[config.mk]
export PLATFORM = sky130hd
export DESIGN_NAME = encrypt_stream
export DESIGN_NICKNAME = d
export VERILOG_FILES = /design/src/rtl/encrypt_stream.sv
export SDC_FILE = /design/constraint.sdc
export NUM_CORES = 1
export LEC_CHECK = 0
export BUFFER_PORTS_ARGS = -buffer_cell sky130_fd_sc_hd__buf_2
export CORE_MARGIN = 2
export CORE_UTILIZATION = 39
export DETAILED_ROUTE_END_ITERATION = 8
export PLACE_DENSITY_LB_ADDON = 0.12
export REMOVE_ABC_BUFFERS = 1
export SYNTH_ARGS = -nofsm -noshare
export SYNTH_HDL_FRONTEND = slang
export SYNTH_SLANG_ARGS = --single-unit
[constraint.sdc]
create_clock -name clk -period 1.8 [get_ports clk]
set_input_delay 0.09 -clock clk [delete_from_list [all_inputs] [get_ports clk]]
set_output_delay 0.09 -clock clk [all_outputs]
set_load 0.01 [all_outputs]
[src/rtl/encrypt_stream.sv]
// Purpose  : XORs each plaintext character with one RC4 keystream word and streams
//            the ciphertext out through a 2-entry buffer with a registered head.
// Latency  : 1 cycle from plaintext accept to ct_valid when the buffer is empty.
// Backpress: pt_ready drops when the keystream is not valid or the buffer is full;
//            ct_data holds steady while ct_valid & ~ct_ready.
// Ports    : clk/rst (async, active high); password/start/msg_len start a message;
//            ks_* handshake with the keystream generator; pt_* plaintext in
//            (valid/ready); ct_* ciphertext out (valid/ready); busy/done status.
module encrypt_stream #(
    parameter int n     = 7,
    parameter int LEN_W = 8
) (
    input  logic             clk,
    input  logic             rst,
    input  logic [n-1:0]     password,
    input  logic             start,
    input  logic [LEN_W-1:0] msg_len,
    output logic [n-1:0]     ks_key,
    output logic             ks_start,
    input  logic             ks_init_done,
    input  logic             ks_valid,
    input  logic [n-1:0]     ks_data,
    output logic             ks_req,
    input  logic [n-1:0]     pt_data,
    input  logic             pt_valid,
    output logic             pt_ready,
    output logic [n-1:0]     ct_data,
    output logic             ct_valid,
    input  logic             ct_ready,
    output logic             busy,
    output logic             done
);

    typedef enum logic [1:0] {
        S_IDLE  = 2'd0,
        S_INIT  = 2'd1,
        S_RUN   = 2'd2,
        S_DRAIN = 2'd3
    } state_t;

    state_t           state_q, state_d;
    logic [n-1:0]     ks_key_q, ks_key_d;
    logic             ks_start_q, ks_start_d;
    logic             done_q, done_d;
    logic             busy_q, busy_d;
    logic [LEN_W-1:0] len_q, len_d;
    logic [LEN_W-1:0] cnt_q, cnt_d;
    logic [n-1:0]     head_q, head_d;
    logic [n-1:0]     tail_q, tail_d;
    logic [1:0]       fill_q, fill_d;
    logic             ct_valid_q, ct_valid_d;

    logic             fifo_full;
    logic             accept;
    logic             pop;
    logic [n-1:0]     ct_word;

    always_comb begin
        state_d    = state_q;
        ks_key_d   = ks_key_q;
        ks_start_d = 1'b0;
        done_d     = 1'b0;
        len_d      = len_q;
        cnt_d      = cnt_q;
        head_d     = head_q;
        tail_d     = tail_q;
        fill_d     = fill_q;

        fifo_full = (fill_q == 2'd2);
        // Full blocks a push even when a pop happens in the same cycle.
        pt_ready  = (state_q == S_RUN) && ks_valid && !fifo_full;
        accept    = pt_valid && pt_ready;
        // A keystream word is popped only together with a plaintext character.
        ks_req    = accept;
        pop       = ct_valid_q && ct_ready;
        ct_word   = pt_data ^ ks_data;

        case (state_q)
            S_IDLE: begin
                if (start) begin
                    if (msg_len != '0) begin
                        ks_key_d   = password;
                        len_d      = msg_len;
                        cnt_d      = '0;
                        ks_start_d = 1'b1;
                        state_d    = S_INIT;
                    end else begin
                        done_d = 1'b1;
                    end
                end
            end
            S_INIT: begin
                if (ks_init_done) begin
                    state_d = S_RUN;
                end
            end
            S_RUN: begin
                if (accept) begin
                    cnt_d = cnt_q + LEN_W'(1);
                    // len_q is never 0 here, so len_q-1 does not underflow.
                    if (cnt_q == len_q - LEN_W'(1)) begin
                        state_d = S_DRAIN;
                    end
                end
            end
            S_DRAIN: begin
                if (fill_q == 2'd0) begin
                    done_d  = 1'b1;
                    state_d = S_IDLE;
                end
            end
            default: state_d = S_IDLE;
        endcase

        // Head register is the visible output; tail only holds the second entry.
        case ({accept, pop})
            2'b10: begin
                if (fill_q == 2'd0) begin
                    head_d = ct_word;
                    fill_d = 2'd1;
                end else begin
                    tail_d = ct_word;
                    fill_d = 2'd2;
                end
            end
            2'b01: begin
                if (fill_q == 2'd2) begin
                    head_d = tail_q;
                    fill_d = 2'd1;
                end else begin
                    fill_d = 2'd0;
                end
            end
            2'b11: begin
                // Only reachable with exactly one entry: the new word replaces the head.
                head_d = ct_word;
                fill_d = 2'd1;
            end
            default: ;
        endcase

        ct_valid_d = (fill_d != 2'd0);
        busy_d     = (state_d != S_IDLE);
    end

    always_ff @(posedge clk or posedge rst) begin
        if (rst) begin
            state_q    <= S_IDLE;
            ks_key_q   <= '0;
            ks_start_q <= 1'b0;
            done_q     <= 1'b0;
            busy_q     <= 1'b0;
            len_q      <= '0;
            cnt_q      <= '0;
            head_q     <= '0;
            tail_q     <= '0;
            fill_q     <= 2'd0;
            ct_valid_q <= 1'b0;
        end else begin
            state_q    <= state_d;
            ks_key_q   <= ks_key_d;
            ks_start_q <= ks_start_d;
            done_q     <= done_d;
            busy_q     <= busy_d;
            len_q      <= len_d;
            cnt_q      <= cnt_d;
            head_q     <= head_d;
            tail_q     <= tail_d;
            fill_q     <= fill_d;
            ct_valid_q <= ct_valid_d;
        end
    end

    assign ks_key   = ks_key_q;
    assign ks_start = ks_start_q;
    assign done     = done_q;
    assign busy     = busy_q;
    assign ct_data  = head_q;
    assign ct_valid = ct_valid_q;

endmodule

**Word level (Yosys, flattened, before mapping)**

Cells that the tools add are included.

- Word-level logic and storage cells: 68
- Output and inout port bits: 20
- Bits of input ports: 36
- Flip-flop bits (word level): 45

- Add/sub/neg operators: 2
- Muxes and demuxes: 24
- Bitwise logic cells: 2
- Equality and inequality tests: 13
- Reduce and logical (&&, ||, !) cells: 16

Operator list:

| kind | number |
|---|---|
| 8-bit two-way mux | 3 |
| 7-bit one-hot mux with 3 select lines | 1 |
| 8-bit one-hot mux with 2 select lines | 1 |
| 2-bit two-way mux | 7 |
| 7-bit two-way mux | 2 |
| 2-bit == test, second input constant | 5 |
| 2-bit != test, second input constant | 5 |
| 8-bit by 1-bit adder with 8-bit output, second input constant | 1 |
| 8-bit == test | 1 |
| 2-bit one-hot mux with 4 select lines | 1 |
| 8-bit nonzero test | 1 |
| 8-bit by 1-bit subtractor with 8-bit output, second input constant | 1 |
| 1-bit two-way mux | 7 |
| 7-bit XOR | 1 |
| 2-bit one-hot mux with 3 select lines | 1 |
| 3-bit AND reduction | 2 |
| 2-bit nonzero test | 3 |
| 2-bit by 1-bit == test with 1-bit output, second input constant | 2 |
| 1-bit logical AND | 4 |
| 2-bit logical NOT | 2 |
| 4-bit AND reduction | 1 |
| 3-bit nonzero test | 1 |
| 1-bit one-hot mux with 2 select lines | 1 |
| 2-bit AND reduction | 1 |
| other kinds (2) | 2 |

**Longest topological paths before layout**

- Depth after elaboration: 7
- Mapped depth: 8
- Depth with buffers taken out: 7

**Least setup slack after synthesis**

Ideal clock, no wire load.

- Kind: reg-to-reg
- From: register state_q[0]
- To: register cnt_q[6]
- Stages on the path, launching flop included: 7
- Arrival time: 1686 ps
- Period minus slack after synthesis: 1789 ps
- Buffers on the path: 1
- Data required time: 1697 ps
- Path slack: 11 ps
- Library setup time: 103 ps
- Cells stage by stage: dfrtp_1 -> inv_1 -> ha_1 -> clkbuf_1 -> a22o_2 -> or2_2 -> o41ai_2

- Cells in the longest elaborated chain, start to end: 6
- Elaborated cells on any way between the ends: 11
- Classes of those cells: 4 x eq/ne; 1 x mux; 6 x reduce/logical

RTL lines:

| item | RTL line | RTL |
|---|---|---|
| start: declaration | 41 | `state_t state_q, state_d;` |
| start signal: assignment | 160 | `state_q <= state_d;` |
| 2-bit == test | 71, 78 |  |
| 1-bit logical AND (2 in a row) | 71 | `pt_ready = (state_q == S_RUN) && ks_valid && !fifo_full;` |
| 1-bit logical AND | 72 | `accept = pt_valid && pt_ready;` |
| 2-bit != test (no source line) | -- |  |
| 4-bit AND reduction (no source line) | -- |  |
| end signal: assignment | 166 | `cnt_q <= cnt_d;` |
| end: declaration | 47 | `logic [LEN_W-1:0] cnt_q, cnt_d;` |

Several ways; a longest one is shown, not always the timed one.
A chain may end at the register's enable or synchronous reset.

**Worst setup path in the final report**

- From: register len_q[3]
- To: register busy_q, in the netlist busy

- Cells in the longest elaborated chain, start to end: 6

RTL lines:

| item | RTL line | RTL |
|---|---|---|
| start: declaration | 46 | `logic [LEN_W-1:0] len_q, len_d;` |
| start signal: assignment | 165 | `len_q <= len_d;` |
| 8-bit by 1-bit subtractor with 8-bit output | 101 | `if (cnt_q == len_q - LEN_W'(1)) begin` |
| 8-bit == test | 101 |  |
| 2-bit two-way mux | 101 |  |
| 2-bit two-way mux | 98 | `if (accept) begin` |
| 2-bit one-hot mux with 4 select lines | 78 | `case (state_q)` |
| 2-bit nonzero test | 143 | `busy_d = (state_d != S_IDLE);` |
| named net busy_d | 45 | `logic busy_q, busy_d;` |
| end signal: assignment | 164 | `busy_q <= busy_d;` |
| end: declaration | 45 |  |

The timed path passes the listed nets, and every way through them passes these cells.

==> results.json <==
{
  "worst_slew_pin_slew_ns": 0.355,
  "coreArea_mm2": 0.00599,
  "relSlewSlack_pct": 76.1,
  "finalPower_mw": 4.70,
  "dieArea_mm2": 0.00695,
  "clk_latency_ns": 0.30,
  "nFillCells": 551,
  "tns_ns": 0,
  "ant_nets": 0,
  "antenna_found_initial": 0,
  "synthDominantCellAreaShare_pct": 45.8,
  "wl_met1_um": 2640,
  "rows": 28,
  "cp.arrival_ns": 1.95,
  "io_buffers": 55,
  "internal_power_mw": 3.02,
  "yosysMostFrequentCell": "dfrtp_1",
  "die_h_um": 83.4,
  "synth.distinct_cells": 54,
  "cts_root_buf": "clkbuf_8",
  "nNetsFinal": 354,
  "grt_pass1_wl_um": 8910,
  "cp-end-kind": "register",
  "area_growth_pct": 29.7,
  "leakage_nw": 1.46,
  "max_freq_mhz": 568,
  "drive_gt1_share_pct": 40.6,
  "clock_skew_ns": 0.00445,
  "cts.clk_slew.worst_paths_ns": 0.09,
  "setup_viol": 0,
  "powerDensity_mw_per_mm2": 1470,
  "cts-buffers-inserted": 5,
  "hp-class": "in2reg",
  "async_flop_share_pct": 100,
  "dr_wl_met2_um": 2380,
  "wl_per_cell_um": 13.7,
  "maxCapViolations": 0,
  "clkPwrFrac_pct": 16.4,
  "clock_path_buffers": 2,
  "hpwlAfterDp_um": 3980,
  "clock-sinks": 45,
  "synth_seq_area_share_pct": 45.8,
  "syn_inst": 232,
  "drt_iter0_drc": 80,
  "wl_um": 5300,
  "crit_path_start_kind": "register",
  "period_needed_ns": 1.76,
  "path_max_fanout": 3,
  "synth_edf_count": 0,
  "vdd_drop_max_v": 0.000713,
  "h-tree-depth": 2,
  "die_x_um": 83.4,
  "vias": 1937,
  "routabilityCongestion": 0.819,
  "synth_area_mm2": 0.00246,
  "antennaDiodeCount": 0,
  "criticalPathCategory": "reg2reg",
  "grt_overflow_total": 0,
  "outcome": "finished, final reports clean",
  "seqPwrFrac_pct": 35.5,
  "synth_seq_cells": 45,
  "synth_common_cells": "45 x dfrtp_1, 20 x nand2_1, 20 x o21ai_0",
  "grt_util_all_layers_pct": 15.8,
  "rsz0062_at_grt": "yes",
  "synthTopCellsByArea": "dfrtp_1 46%, mux2_2 6.9%, xnor2_1 4.3%, o21ai_0 4.1%, ha_1 3.1%",
  "top_layer": "met4",
  "grt_pass1_vias": 1856,
  "start_util_pct": 41.0,
  "period_share_pct": 97.8,
  "cts_tree": "yes",
  "wl_met3_um": 255,
  "viasPerCell": 4.99,
  "ys_warn_count": 0,
  "yosysTopAreaCell": "dfrtp_1",
  "ios": 56,
  "p_comb_share_pct": 48.1,
  "fin_util_pct": 53.2,
  "grt_max_degree": 46,
  "drc_errors": 0,
  "drtPass1Iterations": 4,
  "yosys_most_used_dff": "dfrtp_1",
  "drv_slew": 0,
  "swShare_pct": 35.8,
  "syn_area_per_cell_um2": 10.6,
  "worstPathRequired_ns": 1.99,
  "final-hold-violation-count": 0,
  "switchingPower_mw": 1.68
}
[power groups by stage]
stage          Sequential (mW)  Clock, mW  Combinational (mW)
2_1_floorplan             1.75          0                1.18
3_3_place_gp              1.66          0                2.10
3_5_place_dp              1.68          0                2.12
4_1_cts                   1.66      0.799                2.16
5_1_grt                   1.73      0.847                2.49
6_report                  1.67      0.772                2.26
[state kept, by name, summed over array words and instances, names as in the netlist]
signal	count
ks_key	7
tail_q	7
state_q	2
len_q	8
fill_q	2
ct_data	7
cnt_q	8
ct_valid	1
ks_start	1
done	1
busy	1
[through the flow]
step	instances	hold slack, ns	instance area [um^2]	worst slack [ns]
finish	388	0.0145	3190	0.0390
floorplan	225	0.185	2400	-0.225
detailed placement	377	0.150	2970	-0.0534
CTS	386	0.00661	3110	0.00418
global route	388	0.00365	3190	-0.0326
global placement	377	0.151	2970	-0.0124
[critical path, cell delays in order (launching register included)]
cell and delay, ns:
dfrtp_1 0.40, or4_4 0.55, o221a_4 0.28, a211oi_2 0.18, a22oi_2 0.08, a21o_1 0.17
[cell type report]
| class | instances | area [um^2] | share of cell area [%] |
|---|---|---|---|
| inverters | 18 | 70.1 | 2.20 |
| well taps | 75 | 93.8 | 2.94 |
| repair buffers | 80 | 503 | 15.8 |
| clock buffers | 6 | 72.6 | 2.28 |
| multi-input cells | 162 | 1280 | 40.3 |
| clock inverters | 2 | 38.8 | 1.22 |
| flip-flops and latches | 45 | 1130 | 35.3 |
[cells by family after synthesis]
logic type,Yosys count,share of synthesized area [%]
muxes,26,12.2
and+or+nand+nor,62,13.2
AOI/OAI and AO/OA,53,15.2
buffers and inverters,25,5.14
DFF,45,45.8
adders and majority gates,6,3.05
xor gates and xnor gates,15,5.35
[timing repair]
| item | in CTS | in global routing |
|---|---|---|
| setup buffers | 0 | 2 |
| endpoints found under the setup margin | 4 | 22 |
| resized for setup | 4 | 12 |
| cloned | 0 | 0 |
| pin swaps | 3 | 4 |
| endpoints found under the hold margin | 45 | 0 |
| hold buffers | 1 | 0 |
[final timing paths]
path	from	end	slack, ns	depth (start not counted)
setup / recovery	len_q[3]$_DFFE_PP0P_	busy$_DFF_PP0_	0.04	5
hold / removal	msg_len[1]	len_q[1]$_DFFE_PP0P_	0.01	3
setup reg to reg	len_q[3]$_DFFE_PP0P_	busy$_DFF_PP0_	0.04	5
hold reg to reg	tail_q[3]$_DFFE_PP0P_	tail_q[3]$_DFFE_PP0P_	0.49	2
max in group asynchronous	rst	fill_q[0]$_DFF_PP0_	1.22	4
min in group asynchronous	rst	ks_key[1]$_DFFE_PP0P_	0.37	4
[cells in the final DEF, fill, tap and decap left out, types with 3 or more instances in the layout]
cell type  synthesis  routed
buf_12             1       3
nand3_1            6       6
mux2i_1            7       7
inv_1             17      15
nand2b_1           3       3
nand2_1           20      20
a21oi_1            8       8
dfrtp_1           45      45
clkbuf_8           0       5
buf_4              0      21
xnor2_1           12      12
nor2_1            11      11
ha_1               6       4
and2_1             5       5
o21ai_0           20      19
buf_2              1      55
mux2_2            15      15
xor2_1             3       3
mux2_4             4       4
[metal layers]
| layer | vias to the layer above | GRT usage (%) |
|---|---|---|
| met5 | - | 0 |
| met4 | 0 | 4.02 |
| met3 | 2 | 3.88 |
| met2 | 43 | 24.4 |
| met1 | 919 | 22.3 |
| li1 | 973 | - |
Power figures use the tool's default switching activity.
